[src/rtl/nor_bus_sequencer_if.sv]
// nor_bus_sequencer_if: Wishbone-side request/response bundle for nor_bus_sequencer.
interface nor_bus_sequencer_if;
   logic        wb_cyc_i;
   logic        wb_stb_i;
   logic        wb_we_i;
   logic [25:0] wb_adr_i;
   logic [15:0] wb_dat_i;
   logic [15:0] wb_dat_o;
   logic        wb_ack_o;
   logic        wb_err_o;
   logic        wait_ry_i;
   logic        busy_o;
   modport slave (
      input  wb_cyc_i, wb_stb_i, wb_we_i, wb_adr_i, wb_dat_i, wait_ry_i,
      output wb_dat_o, wb_ack_o, wb_err_o, busy_o
   );
   modport master (
      output wb_cyc_i, wb_stb_i, wb_we_i, wb_adr_i, wb_dat_i, wait_ry_i,
      input  wb_dat_o, wb_ack_o, wb_err_o, busy_o
   );
endinterface

[src/rtl/nor_bus_sequencer.sv]
// nor_bus_sequencer: Wishbone slave sequencing single 16-bit async NOR read/write cycles.
// Define NOR_BUSY_TIMEOUT_EN to bound WAIT_RY and report expiry on wb_err_o.
module nor_bus_sequencer #(
   parameter int T_SETUP      = 2,
   parameter int T_RD         = 6,
   parameter int T_WR         = 4,
   parameter int T_HOLD       = 1,
   parameter int T_RECOVER    = 2,
   parameter int T_BUSY_START = 4,
   parameter int BUSY_TIMEOUT = 1000,
   parameter int CNT_W        = 16
) (
   input  logic               clk_i,
   input  logic               reset_i,
   nor_bus_sequencer_if.slave wb,
   output logic [25:0]        nor_addr_o,
   output logic [15:0]        nor_data_o,
   output logic               nor_data_oe,
   input  logic [15:0]        nor_data_i,
   output logic               nor_ce_o,
   output logic               nor_oe_o,
   output logic               nor_we_o,
   input  logic               nor_ry_i
);
   typedef enum logic [2:0] {IDLE, SETUP, RD_STB, WR_STB, HOLD, WAIT_RY, ACK, RECOVER} state_t;
   localparam logic [CNT_W-1:0] L_SETUP = CNT_W'(T_SETUP - 1);
   localparam logic [CNT_W-1:0] L_RD    = CNT_W'(T_RD - 1);
   localparam logic [CNT_W-1:0] L_WR    = CNT_W'(T_WR - 1);
   localparam logic [CNT_W-1:0] L_HOLD  = CNT_W'(T_HOLD - 1);
   localparam logic [CNT_W-1:0] L_REC   = CNT_W'(T_RECOVER - 1);
   localparam logic [CNT_W-1:0] L_BUSY  = CNT_W'(T_BUSY_START);
   state_t           state_q, state_d, strobe_st, post_st;
   logic [CNT_W-1:0] cnt_q, cnt_d, strobe_len;
   logic [1:0]       ry_q;
   logic             we_q, we_d, wait_q, accept, done, timeout;
   assign done       = cnt_q == '0;
   assign accept     = state_q == IDLE && wb.wb_cyc_i && wb.wb_stb_i;
   assign we_d       = accept ? wb.wb_we_i : we_q;
   assign strobe_st  = we_d ? WR_STB : RD_STB;
   assign strobe_len = we_d ? L_WR : L_RD;
   assign post_st    = (we_q && wait_q) ? WAIT_RY : ACK;
`ifdef NOR_BUSY_TIMEOUT_EN
   localparam int TO_W = $clog2(BUSY_TIMEOUT + 1);
   logic [TO_W-1:0] to_q;
   always_ff @(posedge clk_i) begin
      if (reset_i || state_q != WAIT_RY) to_q <= '0;
      else to_q <= to_q + 1'b1;
   end
   assign timeout = state_q == WAIT_RY && to_q == TO_W'(BUSY_TIMEOUT - 1) && !(done && ry_q[1]);
`else
   assign timeout = BUSY_TIMEOUT < 0;
`endif
   // WAIT_RY: counter first masks RY for the device tBUSY window, then RY gates exit
   always_comb begin
      state_d = state_q;
      cnt_d   = done ? cnt_q : cnt_q - 1'b1;
      case (state_q)
         IDLE: if (accept) begin
            state_d = (T_SETUP > 0) ? SETUP : strobe_st;
            cnt_d   = (T_SETUP > 0) ? L_SETUP : strobe_len;
         end
         SETUP: if (done) begin
            state_d = strobe_st;
            cnt_d   = strobe_len;
         end
         RD_STB, WR_STB: if (done) begin
            state_d = (T_HOLD > 0) ? HOLD : post_st;
            cnt_d   = (T_HOLD > 0) ? L_HOLD : L_BUSY;
         end
         HOLD: if (done) begin
            state_d = post_st;
            cnt_d   = L_BUSY;
         end
         WAIT_RY: if ((done && ry_q[1]) || timeout) state_d = ACK;
         ACK: begin
            state_d = (T_RECOVER > 0) ? RECOVER : IDLE;
            cnt_d   = L_REC;
         end
         RECOVER: if (done) state_d = IDLE;
         default: state_d = IDLE;
      endcase
   end
   // Pad outputs are registered decodes of the next state so they align with state_q
   always_ff @(posedge clk_i) begin
      if (reset_i) begin
         state_q     <= IDLE;
         cnt_q       <= '0;
         ry_q        <= 2'b11;
         we_q        <= 1'b0;
         wait_q      <= 1'b0;
         nor_addr_o  <= '0;
         nor_data_o  <= '0;
         wb.wb_dat_o <= '0;
         nor_ce_o    <= 1'b1;
         nor_oe_o    <= 1'b1;
         nor_we_o    <= 1'b1;
         nor_data_oe <= 1'b0;
         wb.wb_ack_o <= 1'b0;
         wb.wb_err_o <= 1'b0;
         wb.busy_o   <= 1'b0;
      end else begin
         state_q <= state_d;
         cnt_q   <= cnt_d;
         ry_q    <= {ry_q[0], nor_ry_i};
         we_q    <= we_d;
         if (accept) begin
            wait_q     <= wb.wait_ry_i;
            nor_addr_o <= wb.wb_adr_i;
            nor_data_o <= wb.wb_dat_i;
         end
         if (state_q == RD_STB && done) wb.wb_dat_o <= nor_data_i;
         nor_ce_o    <= !(state_d inside {SETUP, RD_STB, WR_STB, HOLD});
         nor_oe_o    <= state_d != RD_STB;
         nor_we_o    <= state_d != WR_STB;
         nor_data_oe <= we_d && (state_d inside {SETUP, WR_STB, HOLD});
         wb.wb_ack_o <= state_d == ACK && !timeout && wb.wb_cyc_i;
         wb.wb_err_o <= state_d == ACK && timeout && wb.wb_cyc_i;
         wb.busy_o   <= state_d != IDLE;
      end
   end
endmodule

[src/flat_wrapper.sv]
// flat-port wrapper written by rule: the top's interface ports become plain ports
module nor_bus_sequencer_flat 
#(
   parameter int T_SETUP      = 2,
   parameter int T_RD         = 6,
   parameter int T_WR         = 4,
   parameter int T_HOLD       = 1,
   parameter int T_RECOVER    = 2,
   parameter int T_BUSY_START = 4,
   parameter int BUSY_TIMEOUT = 1000,
   parameter int CNT_W        = 16
)
  (clk_i, reset_i, nor_addr_o, nor_data_o, nor_data_oe, nor_data_i, nor_ce_o, nor_oe_o, nor_we_o, nor_ry_i, wb_wb_cyc_i, wb_wb_stb_i, wb_wb_we_i, wb_wb_adr_i, wb_wb_dat_i, wb_wait_ry_i, wb_wb_dat_o, wb_wb_ack_o, wb_wb_err_o, wb_busy_o);
  nor_bus_sequencer_if wb_i ();
  input  logic clk_i;
  input  logic reset_i;
  output logic [25:0] nor_addr_o;
  output logic [15:0] nor_data_o;
  output logic nor_data_oe;
  input  logic [15:0] nor_data_i;
  output logic nor_ce_o;
  output logic nor_oe_o;
  output logic nor_we_o;
  input  logic nor_ry_i;
  input wire logic [$bits(wb_i.wb_cyc_i)-1:0] wb_wb_cyc_i;
  input wire logic [$bits(wb_i.wb_stb_i)-1:0] wb_wb_stb_i;
  input wire logic [$bits(wb_i.wb_we_i)-1:0] wb_wb_we_i;
  input wire logic [$bits(wb_i.wb_adr_i)-1:0] wb_wb_adr_i;
  input wire logic [$bits(wb_i.wb_dat_i)-1:0] wb_wb_dat_i;
  input wire logic [$bits(wb_i.wait_ry_i)-1:0] wb_wait_ry_i;
  output wire logic [$bits(wb_i.wb_dat_o)-1:0] wb_wb_dat_o;
  output wire logic [$bits(wb_i.wb_ack_o)-1:0] wb_wb_ack_o;
  output wire logic [$bits(wb_i.wb_err_o)-1:0] wb_wb_err_o;
  output wire logic [$bits(wb_i.busy_o)-1:0] wb_busy_o;
  assign wb_i.wb_cyc_i = wb_wb_cyc_i;
  assign wb_i.wb_stb_i = wb_wb_stb_i;
  assign wb_i.wb_we_i = wb_wb_we_i;
  assign wb_i.wb_adr_i = wb_wb_adr_i;
  assign wb_i.wb_dat_i = wb_wb_dat_i;
  assign wb_i.wait_ry_i = wb_wait_ry_i;
  assign wb_wb_dat_o = wb_i.wb_dat_o;
  assign wb_wb_ack_o = wb_i.wb_ack_o;
  assign wb_wb_err_o = wb_i.wb_err_o;
  assign wb_busy_o = wb_i.busy_o;
  nor_bus_sequencer #(.T_SETUP(T_SETUP), .T_RD(T_RD), .T_WR(T_WR), .T_HOLD(T_HOLD), .T_RECOVER(T_RECOVER), .T_BUSY_START(T_BUSY_START), .BUSY_TIMEOUT(BUSY_TIMEOUT), .CNT_W(CNT_W)) u_core (.clk_i(clk_i), .reset_i(reset_i), .wb(wb_i), .nor_addr_o(nor_addr_o), .nor_data_o(nor_data_o), .nor_data_oe(nor_data_oe), .nor_data_i(nor_data_i), .nor_ce_o(nor_ce_o), .nor_oe_o(nor_oe_o), .nor_we_o(nor_we_o), .nor_ry_i(nor_ry_i));
endmodule
[config.mk]
export PLATFORM = sky130hd
export DESIGN_NAME = nor_bus_sequencer_flat
export DESIGN_NICKNAME = d
export VERILOG_FILES = /design/src/rtl/nor_bus_sequencer_if.sv /design/src/rtl/nor_bus_sequencer.sv /design/src/flat_wrapper.sv
export SDC_FILE = /design/constraint.sdc
export NUM_CORES = 1
export LEC_CHECK = 0
export ABC_AREA = 0
export BUFFER_PORTS_ARGS = -buffer_cell sky130_fd_sc_hd__buf_2
export CAP_MARGIN = 40
export CORE_MARGIN = 2
export CORE_UTILIZATION = 30
export CTS_CLUSTER_DIAMETER = 60
export CTS_CLUSTER_SIZE = 16
export DETAILED_ROUTE_END_ITERATION = 8
export PLACE_DENSITY = 0.52
export SLEW_MARGIN = 20
export SYNTH_ARGS = -nofsm -noshare
export SYNTH_HDL_FRONTEND = slang
export SYNTH_SLANG_ARGS = --single-unit
[constraint.sdc]
create_clock -name clk_i -period 2.5 [get_ports clk_i]
set_input_delay 0.25 -clock clk_i [delete_from_list [all_inputs] [get_ports clk_i]]
set_output_delay 0.25 -clock clk_i [all_outputs]
set_load 0.02 [all_outputs]
# Yosys cells after proc, flatten, opt, wreduce, memory -nomap -nowiden
# Cells that the tools add are included.
[word_totals]
ff_bits = 87
input_bits = 65
out_inout_bits = 65
elab_cells = 60
[classes]
addsub = 1
eq_ne = 14
mux = 17
n_reduce_logical = 14
[op_table]
columns = ["operator", "n"]
rows = [
  ["16-bit 2-to-1 mux", 5],
  ["16-bit case mux with 5 select lines", 1],
  ["3-bit 2-to-1 mux", 7],
  ["3-bit case mux with 7 select lines", 1],
  ["3-bit == test, second input constant", 6],
  ["16-bit zero test", 1],
  ["16-bit by 1-bit subtractor with 16-bit output, second input constant", 1],
  ["3-bit by 2-bit == test with 1-bit output, second input constant", 4],
  ["1-bit logical AND", 7],
  ["3-bit by 1-bit == test with 1-bit output, second input constant", 2],
  ["3-bit by 2-bit inequality test with 1-bit output, second input constant", 2],
  ["3-bit nonzero test", 2],
  ["4-bit nonzero test", 1],
  ["3-bit zero test", 1],
  ["1-bit 2-to-1 mux", 2],
  ["2-bit 2-to-1 mux", 1],
  ["2-bit OR reduction", 1],
  ["1-bit zero test", 1],
]

# Longest topological paths before layout
# Gate-level depths: netlist (run 1).
[logic_depth]
ltp_word = 10
ltp_mapped = 10
ltp_nobuf = 8

# Worst setup path before layout (run 1)
# Ideal clock, no wire load.
[synth_path]
kind = "register -> register"
from = "register u_core.cnt_q[0]"
to = "register u_core.nor_data_oe"
arrival_ns = 1.884
t_required_ns = 2.364
setup_slack_ns = 0.480
stages_incl_launch_ff = 10
period_less_slack_ns = 2.020
cell_sequence = "dfxtp_1 > inv_1 > ha_1 > nor4b_2 > nand4_1 > buf_6 > nor2_8 > mux2i_1 > nand2b_1 > o22ai_1"
[synth_between]
elab_chain_cells = 7
elab_cells_between_ends = 13
cone_classes = "eq/ne: 3; mux: 6; reduce/logical: 4"
[synth_rtl]
columns = ["element", "line_no", "rtl"]
rows = [
  ["start: declaration", "nor_bus_sequencer.sv:33", "logic [CNT_W-1:0] cnt_q, cnt_d, strobe_len;"],
  ["start signal: assignment", "nor_bus_sequencer.sv:103", "cnt_q <= cnt_d;"],
  ["16-bit zero test (*)", "nor_bus_sequencer.sv:36", "assign done = cnt_q == '0;"],
  ["1-bit logical AND", "nor_bus_sequencer.sv:74", "WAIT_RY: if ((done && ry_q[1]) || timeout) state_d = ACK;"],
  ["3-bit 2-to-1 mux", "nor_bus_sequencer.sv:74", ""],
  ["3-bit case mux with 7 select lines (*)", "nor_bus_sequencer.sv:57", "case (state_q)"],
  ["3-bit by 1-bit == test with 1-bit output, or another cell as far along", "nor_bus_sequencer.sv:115", "nor_data_oe <= we_d && (state_d inside {SETUP, WR_STB, HOLD});"],
  ["3-bit nonzero test (*)", "nor_bus_sequencer.sv:115", ""],
  ["1-bit logical AND (*)", "nor_bus_sequencer.sv:115", ""],
  ["end signal: assignment", "nor_bus_sequencer.sv:115", ""],
  ["end: declaration", "nor_bus_sequencer.sv:18", "output logic nor_data_oe,"],
]
# Every way passes the cells marked *; elsewhere a longest branch is shown, timed or not.
# A chain may end at the register's enable or synchronous reset.

# Worst setup path in the final report (run 1)
[layout_path]
from = "register u_core.cnt_q[0]"
to = "register u_core.wb.wb_ack_o"
[layout_between]
elab_chain_cells = 6
elab_cells_between_ends = 10
cone_classes = "eq/ne: 1; mux: 6; reduce/logical: 3"
[layout_rtl]
columns = ["element", "line_no", "rtl"]
rows = [
  ["16-bit zero test (*)", "nor_bus_sequencer.sv:36", ""],
  ["1-bit logical AND", "nor_bus_sequencer.sv:74", ""],
  ["3-bit 2-to-1 mux", "nor_bus_sequencer.sv:74", ""],
  ["3-bit case mux with 7 select lines (*)", "nor_bus_sequencer.sv:57", ""],
  ["3-bit == test (*)", "nor_bus_sequencer.sv:116", "wb.wb_ack_o <= state_d == ACK && !timeout && wb.wb_cyc_i;"],
  ["1-bit logical AND (*)", "nor_bus_sequencer.sv:116", ""],
  ["end signal: assignment", "nor_bus_sequencer.sv:116", ""],
  ["end: declaration", "nor_bus_sequencer_if.sv:15", "output wb_dat_o, wb_ack_o, wb_err_o, busy_o"],
]
# Marked as above.

==> summary.txt, run 1 <==
Critical path
  • Critical-path top delay cell: nor4_1
  • Crit-path cells: inv_1 -> ha_1 -> nor4b_2 -> nand4_1 -> nor4_1 -> nor4_4 -> nor3b_2 -> and3b_1
  • Number of cells on the worst reg-to-reg path: 8
  • Arrival @ worst endpoint: 2.48 ns
  • Element type at the critical path start: flop
  • RR Endpoint: u_core.wb.wb_ack_o$_SDFF_PP0_
  • Crit Path Max Fanout: 7
  • Crit-path leading delay family: simple AND/OR/NAND/NOR gates
  • Worst Path Buf+Inv: 1
  • Worst reg-to-reg setup slack: 0.24 ns
  • Critical path class: reg2reg
  • Critical Path Max Stage Delay: 0.53 ns
  • Reg-to-Reg Start: u_core.cnt_q[0]$_SDFF_PP0_
  • Critical Path RT: 2.72 ns
  • Critical path capture point type: flop

Clock tree
  • Clock Latency Late Sink: 0.33 ns
  • CTS Sinks: 87
  • CTS tree: built
  • Post-CTS Hold Buffers: 0
  • CTS Buffer Depth: 2
  • Resize count post-CTS: 0
  • Root buffer cell: clkbuf_16
  • H-tree depth: 3
  • CTS Buf Count: 9
  • Clk slew on worst S/H paths: 0.06 ns
  • Setup repair bufs after CTS: 0

Power
  • Worst-case vdd ir drop: 446.5 uV
  • Pwr Density: 1079 mW/mm2
  • Leak Pwr: 2.049 nW
  • PnR Total Power: 5.073 mW

Timing
  • Skew final: 0.005329 ns
  • Hold Vio Cnt, Final: 0
  • Tmin final: 2.256 ns
  • Slew Viols, Final: 0
  • Final setup viols: 0
  • Measured slew at the worst slew-check pin: 0.5686 ns
  • RSZ-0062 raised after global routing: false
  • Final period util: 90.24%
  • Slew margin rel.: 62.04%
  • F_max: 0.4433 GHz
  • Final setup TNS: 0 ns

GRT
  • Global-route wire length before repair: 14,590 um
  • GRT overflow: 0
  • Vias in the first global route: 3,003
  • Gr usage total: 13.68%
  • Largest net degree at the start of global routing: 53
  • Initial antenna violation count: 1

Logic synthesis
  • EDFF count, synth: 0
  • Synth Flop Type: dfxtp_1
  • Asr flop ratio synth: 0%
  • YS warnings: 0
  • Netlist cell types: 59
  • Area leader, netlist: dfxtp_1
  • Syn Std Cell Area: 0.003627 mm2
  • Avg Synthesized Cell Area: 8.358 um2
  • Dominant cells by area after synthesis: dfxtp_1 48%, nand2_1 12%, a21oi_1 9.0%
  • Cells after Synth: 434
  • Share of the yosys chip area belonging to registers: 48.02%
  • #FFs+latches synth: 87
  • Syn_nets: 501
  • Area fraction of the dominant cell type after synthesis: 48.02%

Outcome
  • Status: complete, no violations

Min path
  • WHS Endpoint: u_core.ry_q[0]$_SDFF_PP1_
  • HP Start: nor_ry_i
  • Hold depth: 2
  • Worst hold path type: in2reg

Route
  • Vias: 3,301
  • DR pass1 iterations: 4
  • Residual DRC count: 0
  • Detailed Route WL: 8955 um
  • DRT iter0 DRCs: 177
  • Wire per inst: 12.61 um
  • Post-route ant nets: 0
  • Vias per inst: 4.649

Placed design
  • Post-DP Area: 0.004379 mm2
  • RD Place Congestion: 0.7505
  • HPWL after DPL: 6480 um
  • PortBufs: 128

Run
  • # Max-Cap Violations: 0

Finish
  • # diodes: 0
  • Flip-flop and latch area: 0.001742 mm2
  • Area taken by multi-input logic gates: 0.001693 mm2
  • Post-Route Utilization: 39.49%
  • Share of layout cells above drive strength 1: 31.79%
  • Final Cell Area: 0.004703 mm2
  • Filler instances: 1,241
  • Syn-to-layout area delta: 29.67%
  • Final #Nets: 625

Floorplan
  • Core area: 0.01191 mm2
  • Row count: 40
  • Ports: 130
  • Chip width: 114.0 um
  • Die area: 0.01299 mm2
  • Die Y: 114.0 um
  • Initial core utilization: 30.45%
==> worst register-to-register path, delay by kind of cell (launching register included) <==
family                     cells  cell delay (ns)
DFF                            1             0.36
and+or+nand+nor                6             1.52
buffers and inverters          1             0.10
adders and majority gates      1             0.17
==> cells by family (layout without fill, tap and decap cells) <==
logic type,Yosys count,in the layout,share of synthesized area (%)
AO/OA/AOI/OAI,89,89,14.25
XOR/XNOR,12,12,2.898
adder cells (fa/ha/maj),2,2,0.6898
buffers and inverters,33,162,5.312
flip-flops,87,87,48.02
multiplexers,2,2,0.5519
other,1,1,0.1034
AND/OR/NAND/NOR,208,208,28.18
==> metrics by stage <==
stage               setup slack (ns)  cells  hold slack [ns]
finish                        0.2440    710           0.1029
detailed placement            0.2487    694           0.4100
CTS                           0.2177    710          0.08916
global route                 0.05324    710          0.09137
floorplan                     0.4805    434           0.3538
global placement              0.3595    694           0.4004
==> layout by cell type, fill, tap and decap left out, types with 2 or more instances in the layout <==
| master | instances |
|---|---|
| buf_2 | 128 |
| nand2_1 | 117 |
| dfxtp_1 | 87 |
| a21oi_1 | 65 |
| nor2_1 | 28 |
| nand3_1 | 20 |
| buf_4 | 14 |
| clkbuf_16 | 9 |
| xor2_1 | 8 |
| nor3_1 | 6 |
| inv_1 | 4 |
| xnor2_1 | 4 |
| o21ai_0 | 4 |
| or3_1 | 3 |
| nand4_1 | 3 |
| or2_2 | 3 |
| nor2b_1 | 3 |
| nand3b_1 | 3 |
| a31oi_1 | 3 |
| nor4_4 | 2 |
| mux2i_1 | 2 |
| and3_1 | 2 |
| a21o_2 | 2 |
| a211oi_1 | 2 |
| o22ai_1 | 2 |
| ha_1 | 2 |
| bufinv_16 | 2 |
==> how the worst max path moves through the flow <==
stage / start / end / slack [ns] / depth (start not counted)
5_1_grt: u_core.cnt_q[0]$_SDFF_PP0_ / u_core.wb.wb_ack_o$_SDFF_PP0_ / 0.05 / 8
3_5_place_dp: u_core.cnt_q[0]$_SDFF_PP0_ / u_core.wb.wb_ack_o$_SDFF_PP0_ / 0.25 / 8
6_report: u_core.cnt_q[0]$_SDFF_PP0_ / u_core.wb.wb_ack_o$_SDFF_PP0_ / 0.24 / 8
3_3_place_gp: u_core.cnt_q[0]$_SDFF_PP0_ / u_core.wb.wb_ack_o$_SDFF_PP0_ / 0.36 / 8
2_1_floorplan: u_core.cnt_q[0]$_SDFF_PP0_ / u_core.nor_data_oe$_SDFF_PP0_ / 0.48 / 9
4_1_cts: u_core.cnt_q[0]$_SDFF_PP0_ / u_core.wb.wb_ack_o$_SDFF_PP0_ / 0.22 / 8
==> sequential cells by signal, indices dropped and copies added (netlist names) <==
signal / count
u_core.cnt_q: 16
u_core.state_q: 3
u_core.wb.wb_ack_o: 1
u_core.nor_ce_o: 1
u_core.wb.wb_dat_o: 16
u_core.nor_data_oe: 1
u_core.wb.busy_o: 1
u_core.we_q: 1
u_core.nor_data_o: 16
u_core.ry_q: 2
u_core.nor_we_o: 1
u_core.wait_q: 1
u_core.nor_addr_o: 26
u_core.nor_oe_o: 1
==> synth_stat cells (all sizes together) (2+ instances only) <==
cell type  count
nand2        117
o22ai          2
buf           10
or2            3
nand3         20
nor3b          2
nor2          30
a21oi         66
ha             2
dfxtp         87
xor2           8
o21ai          5
clkbuf        19
and4           2
mux2i          2
nor3           7
xnor2          4
a211oi         2
nand3b         3
o31ai          2
inv            4
nor4           4
a21o           2
nor2b          3
or3            3
and3           3
nand4          4
a31oi          3
==> final cells by class <==
cell class | instances | area share [%]
clock buffer | 11 | 5.161
clock inverter | 5 | 1.729
inverter | 4 | 0.3192
multi-input combinational | 314 | 35.99
sequential | 87 | 37.03
tap | 147 | 3.911
timing repair buffer | 142 | 15.86
==> metal layers <==
metal | vias to the layer above | part of all wire (%) | track usage, %
li1 | 1704 | - | -
met1 | 1495 | 46 | 17.44
met2 | 89 | 48 | 22.54
met3 | 11 | 5.6 | 4.091
met4 | 2 | 0.94 | 3.740
met5 | - | 0.12 | 0
==> report_power, final <==
group / total [mW] / switching (mW) / internal (mW)
combinational: 1.84 / 1.08 / 0.762
clock: 1.44 / 0.533 / 0.903
sequential: 1.79 / 0.191 / 1.60
(Power assumes the default switching activity.)
==> run 2, diff against run 1 <==
Settings changed: CORE_ASPECT_RATIO set to 2.
==> summary.txt, run 2 (same netlist as run 1, synthesis figures left out) <==
Power
  • Worst-case vdd ir drop: 574.7 uV (+29%)
  • PnR Total Power: 4.950 mW (-2.4%)
  • Pwr Density: 1062 mW/mm2 (-1.5%)
  • Leak Pwr: 2.027 nW (-1.1%)

Placed design
  • Post-DP Area: 0.004369 mm2 (-0.23%)
  • PortBufs: 128 (unchanged)
  • HPWL after DPL: 7484 um (+15%)
  • RD Place Congestion: 0.7617 (+1.5%)

Finish
  • Commonest non-fill, non-tap cell in the layout: buf_2
  • # diodes: 0 (unchanged)
  • Final #Nets: 624 (-0.16%)
  • Share of layout cells above drive strength 1: 31.85% (+0.057 points)
  • Final Cell Area: 0.004661 mm2 (-0.90%)
  • Max FFs per register: 26 (unchanged)
  • Commonest cells after routing, fill and taps aside: 128 x buf_2, 117 x nand2_1, 87 x dfxtp_1, 65 x a21oi_1, 28 x nor2_1
  • Syn-to-layout area delta: 28.49%
  • Filler instances: 1,295 (+4.4%)
  • Reg with most FFs: u_core.nor_addr_o

Floorplan
  • Initial core utilization: 30.81% (+0.36 points)
  • Die Y: 159.5 um (+40%)
  • Die area: 0.01304 mm2 (+0.41%)
  • Chip width: 81.75 um (-28%)
  • Core area: 0.01177 mm2 (-1.2%)
  • Row count: 56 (+40%)
  • Ports: 130 (unchanged)

Route
  • Residual DRC count: 0 (unchanged)
  • Vias: 3,415 (+3.5%)
  • DRT iter0 DRCs: 98 (-45%)
  • Detailed Route WL: 9981 um (+11%)
  • DR pass1 iterations: 5 (+1)
  • Wire per inst: 14.12 um (+12%)
  • Post-route ant nets: 0 (unchanged)
  • Vias per inst: 4.830 (+3.9%)

Clock tree
  • H-tree depth: 3 (unchanged)
  • Clock Latency Late Sink: 0.34 ns (about the same)
  • Clk slew on worst S/H paths: 0.06 ns (about the same)
  • Root buffer cell: clkbuf_16
  • CTS Sinks: 87 (unchanged)
  • Setup repair bufs after CTS: 0 (unchanged)
  • CTS Buffer Depth: 2 (unchanged)
  • CTS tree: built
  • Resize count post-CTS: 0 (unchanged)
  • CTS Buf Count: 9 (unchanged)
  • Post-CTS Hold Buffers: 0 (unchanged)

Critical path
  • Critical path class: reg2reg
  • Critical Path RT: 2.73 ns (about the same)
  • Critical path capture point type: flop
  • Element type at the critical path start: flop
  • Worst reg-to-reg setup slack: 0.31 ns (+0.07 ns)
  • Crit Path Max Fanout: 13 (+6)
  • Arrival @ worst endpoint: 2.41 ns (-0.07 ns)

Timing
  • Measured slew at the worst slew-check pin: 0.6325 ns (+0.06395 ns)
  • Slew margin rel.: 57.77% (-4.3 points)
  • Tmin final: 2.186 ns (-0.06996 ns)
  • Final setup TNS: 0 ns (unchanged)
  • F_max: 0.4575 GHz (+3.2%)
  • Skew final: 0.006432 ns (+0.001103 ns)
  • Final setup viols: 0 (unchanged)
  • Hold Vio Cnt, Final: 0 (unchanged)
  • RSZ-0062 raised after global routing: false
  • Final period util: 87.44% (-2.8 points)
  • Slew Viols, Final: 0 (unchanged)

Run
  • # Max-Cap Violations: 0 (unchanged)

GRT
  • Global-route wire length before repair: 16,790 um (+15%)
  • GRT overflow: 0 (unchanged)
  • Gr usage total: 16.29% (+2.6 points)
  • Largest net degree at the start of global routing: 44 (-17%)
  • Initial antenna violation count: 0 (-1)
  • Vias in the first global route: 3,504 (+17%)

Min path
  • Worst hold path type: in2reg

Outcome
  • Status: complete, no violations
[run 2: cell count changes in the layout (fill, tap and decap cells not counted), sizes merged]
cell / before / now
clkbuf: 11 / 10
bufinv: 2 / 0
clkinvlp: 1 / 2
buf: 142 / 141
inv: 4 / 7
clkinv: 2 / 1
[run 2: path summary, 6_finish.rpt]
| path | startpoint | end | cells after the start |
|---|---|---|---|
| max | u_core.cnt_q[0]$_SDFF_PP0_ | u_core.cnt_q[15]$_SDFF_PP0_ | 10 |
| min | nor_ry_i | u_core.ry_q[0]$_SDFF_PP1_ | 2 |
| max reg2reg | u_core.cnt_q[0]$_SDFF_PP0_ | u_core.cnt_q[15]$_SDFF_PP0_ | 10 |
| min reg2reg | u_core.ry_q[0]$_SDFF_PP1_ | u_core.ry_q[1]$_SDFF_PP1_ | 1 |
[run 2: worst max-delay path, stage by stage, from the launching register on]
cell	delay (ns)
dfxtp_1	0.37
inv_1	0.10
ha_1	0.15
nor4b_2	0.25
nand4_1	0.21
buf_4	0.22
o21ai_2	0.15
a21oi_1	0.12
o31ai_4	0.22
buf_4	0.21
nor2_1	0.07
[run 2: stage by stage]
stage	worst slack [ns]	utilization, %	cells	hold WS, ns
after floorplan	0.4805	-	434	0.3538
after global placement	0.3684	37.12	691	0.3971
after detailed placement	0.3148	37.12	691	0.4014
after CTS	0.3073	39.59	707	0.09295
after global routing	0.06864	39.59	707	0.1059
final	0.3140	39.59	707	0.1045
[run 2: where the power goes]
part           switching, mW  leakage (nW)  internal [mW]
combinational           1.10          1.18          0.751
clock                  0.578         0.138          0.716
sequential             0.199         0.709           1.60
total                   1.88          2.03           3.07
[run 2: layout make-up]
cell class              instances  area, um2  area share, %
clock inverters                 6      52.55          1.128
repair buffers                141      738.2          15.84
inverters                       4      15.01         0.3221
clock buffers                  10      239.0          5.128
flip-flops and latches         87       1742          37.37
multi-input cells             314       1693          36.32
well taps                     145      181.4          3.893
[run 2: routing by layer]
metal  global-route usage, %  wire length [um]  up-vias
met5                       0                 0        -
met4                   6.667               278        0
met3                   5.045               592       19
met2                   29.45              5514      115
met1                   16.58              3595     1576
li1                        -                 -     1705
